==> src/rtl/game_pkg.sv <==
// ---------------------------------------------------------------------------
// game_pkg
// Shared definitions for the game sequencer: FSM state encodings, the widths
// of the score (4-digit BCD), obstacle gap and tick period fields, and
// saturating-decrement helpers used by the difficulty ramp.
// ---------------------------------------------------------------------------
package game_pkg;

    localparam int BCD_W = 16;  // 4 BCD digits
    localparam int GAP_W = 9;   // min_empty in pixels
    localparam int DIV_W = 20;  // tick period in clk cycles

    typedef logic [BCD_W-1:0] bcd_t;

    localparam logic [1:0] ST_IDLE  = 2'd0;
    localparam logic [1:0] ST_START = 2'd1;
    localparam logic [1:0] ST_RUN   = 2'd2;
    localparam logic [1:0] ST_OVER  = 2'd3;

    // Decrement by step but never below floor; the subtraction is only
    // taken once it is known not to wrap.
    function automatic logic [DIV_W-1:0] sat_dec_div(input logic [DIV_W-1:0] v,
                                                     input logic [DIV_W-1:0] step,
                                                     input logic [DIV_W-1:0] floor);
        if (v >= step && (v - step) >= floor) return v - step;
        else                                  return floor;
    endfunction

    function automatic logic [GAP_W-1:0] sat_dec_gap(input logic [GAP_W-1:0] v,
                                                     input logic [GAP_W-1:0] step,
                                                     input logic [GAP_W-1:0] floor);
        if (v >= step && (v - step) >= floor) return v - step;
        else                                  return floor;
    endfunction

endpackage

==> src/rtl/game_sequencer_tick_divider.sv <==
// ---------------------------------------------------------------------------
// tick_divider
// Free-running period counter for the game tick. While enabled it counts
// clk cycles and flags due_o on the last cycle of each period, reloading to
// zero on that same cycle. When disabled the counter is forced to zero, so
// the first enabled cycle always starts a fresh interval.
//   clk_i     system clock
//   rst_i     synchronous active-high reset
//   en_i      count enable (running and no collision this cycle)
//   period_i  interval length in clk cycles (>= 1)
//   due_o     high on the final cycle of the current interval
// ---------------------------------------------------------------------------
module tick_divider
    import game_pkg::*;
(
    input  logic             clk_i,
    input  logic             rst_i,
    input  logic             en_i,
    input  logic [DIV_W-1:0] period_i,
    output logic             due_o
);

    logic [DIV_W-1:0] cnt_q, cnt_d, cnt_inc;

    // Comparing cnt+1 against period avoids a period-1 term that would
    // wrap for a zero period.
    assign cnt_inc = cnt_q + DIV_W'(1);
    assign due_o   = en_i && (cnt_inc == period_i);

    always_comb begin
        cnt_d = cnt_inc;
        if (!en_i || due_o) cnt_d = '0;
    end

    always_ff @(posedge clk_i) begin
        if (rst_i) cnt_q <= '0;
        else       cnt_q <= cnt_d;
    end

endmodule

==> src/rtl/game_sequencer.sv <==
// ---------------------------------------------------------------------------
// game_sequencer
// Top-level game control: IDLE/START/RUN/OVER FSM, game tick generation via
// tick_divider, difficulty ramp (shorter tick period and obstacle gap each
// time the score's hundreds digit changes) and best-score tracking.
//   clk_i        system clock
//   rst_i        synchronous active-high reset
//   start_btn_i  start/restart button (level, synchronised)
//   collide_i    dino/obstacle overlap (level)
//   score_i      current score, 4-digit BCD
//   game_tick_o  one-cycle datapath advance enable
//   obs_rst_o    datapath restart pulse (high in START)
//   over_o       game-over flag
//   min_empty_o  current minimum obstacle gap
//   state_o      FSM state
//   hi_score_o   best score, BCD
// ---------------------------------------------------------------------------
module game_sequencer
    import game_pkg::*;
#(
    parameter logic [DIV_W-1:0] DIV_INIT = 20'd400000,
    parameter logic [DIV_W-1:0] DIV_MIN  = 20'd150000,
    parameter logic [DIV_W-1:0] DIV_STEP = 20'd10000,
    parameter logic [GAP_W-1:0] GAP_INIT = 9'd300,
    parameter logic [GAP_W-1:0] GAP_MIN  = 9'd150,
    parameter logic [GAP_W-1:0] GAP_STEP = 9'd10
) (
    input  logic             clk_i,
    input  logic             rst_i,
    input  logic             start_btn_i,
    input  logic             collide_i,
    input  logic [BCD_W-1:0] score_i,
    output logic             game_tick_o,
    output logic             obs_rst_o,
    output logic             over_o,
    output logic [GAP_W-1:0] min_empty_o,
    output logic [1:0]       state_o,
    output logic [BCD_W-1:0] hi_score_o
);

    logic [1:0]       state_q, state_d;
    logic [DIV_W-1:0] period_q, period_d;
    logic [GAP_W-1:0] gap_q, gap_d;
    logic [3:0]       hund_q, hund_d;
    logic             armed_q, armed_d;
    bcd_t             hi_q, hi_d;

    logic run, due, level_up;

    assign run = (state_q == ST_RUN);

    // A collision stops the counter this cycle, which also suppresses the
    // tick and any level-up that would have coincided with it.
    tick_divider u_div (
        .clk_i    (clk_i),
        .rst_i    (rst_i),
        .en_i     (run && !collide_i),
        .period_i (period_q),
        .due_o    (due)
    );

    assign level_up = due && (score_i[11:8] != hund_q);

    always_comb begin
        state_d  = state_q;
        period_d = period_q;
        gap_d    = gap_q;
        hund_d   = hund_q;
        armed_d  = armed_q;
        hi_d     = hi_q;
        case (state_q)
            ST_IDLE: begin
                if (start_btn_i) state_d = ST_START;
            end
            ST_START: begin
                state_d  = ST_RUN;
                period_d = DIV_INIT;
                gap_d    = GAP_INIT;
                hund_d   = 4'd0;
            end
            ST_RUN: begin
                if (collide_i) begin
                    state_d = ST_OVER;
                    armed_d = 1'b0;
                    if (score_i > hi_q) hi_d = score_i;
                end else if (level_up) begin
                    // The divider reloads on this same cycle, so the new
                    // period governs the next interval.
                    hund_d   = score_i[11:8];
                    period_d = sat_dec_div(period_q, DIV_STEP, DIV_MIN);
                    gap_d    = sat_dec_gap(gap_q, GAP_STEP, GAP_MIN);
                end
            end
            ST_OVER: begin
                // Must see the button released before a restart is accepted.
                if (start_btn_i && armed_q) state_d = ST_START;
                if (!start_btn_i)           armed_d = 1'b1;
            end
            default: state_d = ST_IDLE;
        endcase
    end

    always_ff @(posedge clk_i) begin
        if (rst_i) begin
            state_q  <= ST_IDLE;
            period_q <= DIV_INIT;
            gap_q    <= GAP_INIT;
            hund_q   <= 4'd0;
            armed_q  <= 1'b0;
            hi_q     <= '0;
        end else begin
            state_q  <= state_d;
            period_q <= period_d;
            gap_q    <= gap_d;
            hund_q   <= hund_d;
            armed_q  <= armed_d;
            hi_q     <= hi_d;
        end
    end

    // START forces a tick so a tick-gated datapath samples obs_rst.
    assign game_tick_o = !rst_i && ((state_q == ST_START) || due);
    assign obs_rst_o   = (state_q == ST_START);
    assign over_o      = (state_q == ST_OVER);
    assign min_empty_o = gap_q;
    assign state_o     = state_q;
    assign hi_score_o  = hi_q;

endmodule

==> config.mk <==
export PLATFORM = sky130hd
export DESIGN_NAME = game_sequencer
export DESIGN_NICKNAME = d
export VERILOG_FILES = /design/src/rtl/game_pkg.sv /design/src/rtl/game_sequencer_tick_divider.sv /design/src/rtl/game_sequencer.sv
export SDC_FILE = /design/constraint.sdc
export NUM_CORES = 1
export LEC_CHECK = 0
export BUFFER_PORTS_ARGS = -buffer_cell sky130_fd_sc_hd__buf_2
export CORE_MARGIN = 8
export CORE_UTILIZATION = 60
export CTS_BUF_LIST = sky130_fd_sc_hd__clkbuf_4
export DETAILED_ROUTE_END_ITERATION = 10
export GPL_ROUTABILITY_DRIVEN = 0
export PLACE_DENSITY = 0.79
export SLEW_MARGIN = 20
export SYNTH_ARGS = -nofsm -noshare
export SYNTH_HDL_FRONTEND = slang
export SYNTH_HIERARCHICAL = 1
export SYNTH_SLANG_ARGS = --single-unit
==> constraint.sdc <==
create_clock -name clk_i -period 4.65 [get_ports clk_i]
set_input_delay 0.2325 -clock clk_i [delete_from_list [all_inputs] [get_ports clk_i]]
set_output_delay 0.2325 -clock clk_i [all_outputs]
set_load 0.03 [all_outputs]
# After elaboration in Yosys (flattened, before gate mapping)
# Index checks and enable logic that the tools add are counted.
classes:
  n_addsub: 3
  magnitude_cmp: 5
  eq_ne: 11
  muxes: 18
  n_reduce_logical: 20
ops:
  columns: ["operator", "count"]
  rows:
  - ["two-way mux 20 bit", 3]
  - ["case mux 20 bit (2 select lines)", 1]
  - ["two-way mux 9 bit", 3]
  - ["adder 20 x 1 -> 20 bit, second input constant", 1]
  - ["== test 20 bit", 1]
  - [">= comparator 20 x 14 -> 1 bit, second input constant", 1]
  - [">= comparator 20 x 18 -> 1 bit, second input constant", 1]
  - ["subtractor 20 x 14 -> 20 bit, second input constant", 1]
  - ["case mux 9 bit (2 select lines)", 1]
  - ["greater-than comparator 16 bit", 1]
  - ["AND reduction 3 bit", 4]
  - [">= comparator 9 x 4 -> 1 bit, second input constant", 1]
  - [">= comparator 9 x 8 -> 1 bit, second input constant", 1]
  - ["subtractor 9 x 4 -> 9 bit, second input constant", 1]
  - ["two-way mux 4 bit", 2]
  - ["inequality test 2 bit, second input constant", 4]
  - ["case mux 2 bit (4 select lines)", 1]
  - ["case mux 4 bit (2 select lines)", 1]
  - ["logical AND 1 bit", 7]
  - ["two-way mux 2 bit", 3]
  - ["== test 2 bit, second input constant", 2]
  - ["inequality test 2 x 1 -> 1 bit, second input constant", 2]
  - ["inequality test 4 bit", 1]
  - ["nonzero test 2 bit", 2]
  - ["other kinds (7)", 11]
totals:
  reg_bits: 72
  inputBits: 20
  out_inout_bits: 30
  elab_cells: 64

# Depth between registers and ports, before layout
logic_depth:
  depth_word: 7
  ltp_mapped: 14

# Hierarchy
# Netlist, hierarchy kept.
modules_own_cells:
  columns: ["mod", "instances", "cells_per_inst", "area_each_um2"]
  rows:
  - ["game_sequencer", 1, 398, 3199.3]
  - ["tick_divider", 1, 180, 1585.3]

# Worst setup path after synthesis
# Ideal clock, no wire load.
synth_path:
  kind: "register -> register"
  start: "register u_div.cnt_q[0]"
  end: "register period_q[18]"
  setup_time_ns: 0.122
  arrival_time_ns: 3.678
  t_required_ns: 4.528
  slack_ns: 0.850
  path_stages_with_launch: 14
  path_buffers: 1
  period_less_slack_ns: 3.800
  path_cell_list: "dfxtp_1 > ha_1 > nand4_2 > nor4b_2 > a2bb2oi_2 > o221ai_1 > or4_4 > nor4_1 > and2_1 > nand2_1 > o31a_1 > clkbuf_1 > or3_1 > a221o_1"
synth_via:
  elab_chain_cells: 6
synth_lines:
  columns: ["element", "line", "rtl"]
  rows:
  - ["start, declared", "game_sequencer_tick_divider.sv:23", "logic [DIV_W-1:0] cnt_q, cnt_d, cnt_inc;"]
  - ["start signal, assigned", "game_sequencer_tick_divider.sv:37", "else cnt_q <= cnt_d;"]
  - ["adder 20 x 1 -> 20 bit", "game_sequencer_tick_divider.sv:27", "assign cnt_inc = cnt_q + DIV_W'(1);"]
  - ["== test 20 bit", "game_sequencer_tick_divider.sv:28", "assign due_o = en_i && (cnt_inc == period_i);"]
  - ["logical AND 1 bit", "game_sequencer_tick_divider.sv:28", null]
  - ["net due", "game_sequencer.sv:48", "logic run, due, level_up;"]
  - ["logical AND 1 bit", "game_sequencer.sv:62", "assign level_up = due && (score_i[11:8] != hund_q);"]
  - ["inequality test 2 x 1 -> 1 bit (no source line)", null, null]
  - ["AND reduction 3 bit (no source line)", null, null]
  - ["end signal, assigned", "game_sequencer.sv:113", "period_q <= period_d;"]
  - ["end, declared", "game_sequencer.sv:42", "logic [DIV_W-1:0] period_q, period_d;"]
# The timed path passes the listed nets, and every way through them passes these cells.
# A chain may end at the register's enable or synchronous reset.

# Worst setup path after layout
# Ends and elaborated chain as after synthesis.

==> results.py <==
metrics = {
    "logic_synthesis": {
        "ys_warn_count": 6,
        "async_flop_share_pct": 0,
        "synthFlopType": "dfxtp_1",
        "ys_types": 79,
        "synth_area_um2": 4780,
        "avgSynthCellArea_um2": 8.28,
        "ys_ff_latch": 67,
        "synth_edf_count": 0,
        "seq_area_frac_synth_pct": 28.0,
        "syn_inst": 578,
    },
    "sta": {
        "setup-violations-final": 0,
        "tns_ps": 0,
        "finalCriticalPeriod_ps": 4360,
        "skew_ps": 18.2,
        "min_period_over_period_pct": 93.7,
        "rsz0062_at_grt": "no",
        "max_freq_mhz": 229,
        "slew_headroom_pct": 53.0,
        "hold_violations": 0,
        "slew_viol_final": 0,
        "worst_slew_pin_slew_ps": 705,
    },
    "layout": {
        "final_layout_size_suffix_gt1_share_pct": 17.8,
        "multi_input_area_um2": 3180,
        "final_cells": 727,
        "stdcell_area_um2": 5240,
        "regArea_um2": 1340,
        "fillCellCount": 649,
        "fin_nets": 667,
        "diodes": 0,
        "final_common_cell": "dfxtp_1",
        "most-common-layout-cells": "67 x dfxtp_1, 48 x buf_2, 46 x nor2_1",
        "syn_to_final_growth_pct": 9.47,
    },
    "power": {
        "power.switching_uw": 843,
        "pwr-share-clk_pct": 22.0,
        "p_int_mw": 1.15,
        "p_sw_share_pct": 42.4,
        "p_leak_nw": 1.98,
        "combPwrFrac_pct": 41.0,
        "p_per_area_nw_per_um2": 380,
        "power_frac_seq_pct": 37.0,
        "ir_worst_vdd_uv": 246,
    },
    "routing": {
        "totalWireLength_um": 12100,
        "ant_nets": 0,
        "avgViaCountPerCell": 6.21,
        "vias": 4515,
        "route.met2.wl_um": 5610,
        "routed.top_layer": "met4",
        "dr_wl_met3_um": 738,
        "wl_met1_um": 5420,
        "drt_pre_antenna_iters": 5,
        "drt-initial-drc-count": 281,
        "wl_per_cell_um": 16.6,
        "remaining_drc_errors": 0,
    },
    "clock_network": {
        "clk_latency_ps": 420,
        "post_cts_buffers": 0,
        "h-tree-depth": 3,
        "clkTransAtPathRegs_ps": 120,
        "cts_sinks": 67,
        "cts_buffers": 9,
        "cts_tree": "built",
        "hold_buffers": 0,
        "clockBufferDepth": 2,
        "cts_root_buf": "clkbuf_4",
    },
    "critical_path": {
        "slowest_delay_ps": 540,
        "path_cells": "ha_1 -> nand4_2 -> or4_4 -> mux2i_1 -> o2111ai_1 -> or4_4 -> nor4_1 -> and2_1 -> nand2_1 -> o31a_1 -> or3_1 -> a221o_1",
        "worst_setup_path_end_kind": "flip-flop",
        "cp_slowest_cell": "or4_4",
        "cp-start-kind": "flip-flop",
        "crit_arrival_ps": 4680,
        "critical_path_class": "flip-flop to flip-flop",
        "cp.required_ps": 4970,
        "cp_common_cell": "or4_4",
        "critPathMaxFanout": 18,
    },
    "global_route": {
        "grt_pass1_vias": 4397,
        "gr-total-overflow": 0,
        "grt_first_pass_wirelength_um": 20500,
        "antenna_found_initial": 0,
        "grt_max_degree": 37,
        "grt_usage_pct": 21.8,
    },
    "run_status": {
        "outcome": "complete, no violations",
    },
    "floorplanning": {
        "initial_core_util_pct": 61.9,
        "placeableCoreArea_um2": 7730,
        "rows": 32,
        "dieWidth_um": 105,
        "die_area_um2": 11100,
        "pin_count": 50,
        "die_h_um": 105,
    },
    "place": {
        "dp.cells": 711,
        "postPlaceCellArea_um2": 5070,
        "dp_hpwl_um": 8810,
        "portBuffers": 48,
    },
    "job": {
        "drv_cap": 0,
    },
    "worst_hold_path": {
        "min_path_type": "primary input to flip-flop",
    },
}
[metrics by stage]
stage | utilization [%] | power (mW) | hold WS (ps) | setup WS [ps]
after floorplan | - | 1.34 | 380 | 850
final | 67.8 | 1.99 | 55.9 | 291
after global routing | 67.8 | 2.13 | 36.9 | 43.5
after CTS | 67.7 | 1.98 | 40.9 | 281
after global placement | 65.7 | 1.52 | 451 | 471
after detailed placement | 65.7 | 1.54 | 459 | 276
[worst paths after layout]
| kind | from | end | slack [ps] | cells past startpoint |
|---|---|---|---|---|
| min | score_i[4] | hi_score_o[4] | 60 | 3 |
| min reg2reg | hund_q[2] | hund_q[2] | 470 | 2 |
| max reg2reg | u_div/cnt_q[0] | period_q[18] | 290 | 12 |
| max | u_div/cnt_q[0] | period_q[18] | 290 | 12 |
[power groups by stage]
stage	registers [mW]	logic (mW)	clock network, mW
final	0.737	0.815	0.438
after global routing	0.746	0.912	0.467
after CTS	0.732	0.806	0.442
after detailed placement	0.744	0.800	0
after global placement	0.741	0.778	0
after floorplan	0.742	0.602	0
[layer usage]
layer	vias up	track usage, %
met5	-	0
met4	0	8.46
met3	26	5.12
met2	165	35.9
met1	2153	27.0
li1	2171	-
[logic make-up after synthesis]
family | Yosys count | share of synthesized area [%]
AO/OA/AOI/OAI | 131 | 20.0
XOR/XNOR | 40 | 7.64
adder cells (fa/ha/maj) | 27 | 7.06
buffers and inverters | 70 | 6.43
flip-flops | 67 | 28.0
multiplexers | 20 | 4.18
other | 1 | 0.0784
AND/OR/NAND/NOR | 222 | 26.6
[Yosys cell counts (8+ instances only)]
master	count	area [µm²]
nand2_1	39	146
clkbuf_1	14	52.6
nand2b_1	8	50.1
a21oi_1	18	90.1
a31oi_1	16	100
a21o_1	9	67.6
dfxtp_1	67	1340
inv_1	41	154
mux2i_1	20	200
nand4_1	9	56.3
nor2b_1	9	56.3
xor2_1	15	131
buf_2	9	45.0
nor2_1	46	173
nor2_2	20	125
xnor2_1	24	210
ha_1	27	338
o21ai_0	20	100
nand3_1	23	115
[sequential cells by signal, indices dropped and copies added (netlist names)]
signal,count
u_div/cnt_q,20
hi_score_o,16
period_q,16
min_empty_o,8
hund_q,4
state_o,2
armed_q,1
[worst max-delay path, delay by kind of cell, from the launching register on]
kind	cells	cell delay (ps)
and+or+nand+nor	7	2370
AOI/OAI and AO/OA	3	900
DFF	1	460
adders and majority gates	1	360
muxes	1	170
[cell type report]
class	instances	area share, %
tap	102	2.44
sequential	67	25.6
inverter	41	2.94
multi-input combinational	448	60.8
timing repair buffer	53	5.30
clock buffer	10	1.43
clock inverter	6	1.53
[timing repair]
| action | in CTS | in global routing |
|---|---|---|
| endpoints found under the setup margin | 0 | 1 |
| hold endpoints to repair | 0 | 0 |
| resized for setup | 0 | 1 |
No activity file was read; power rests on OpenSTA's default activity.
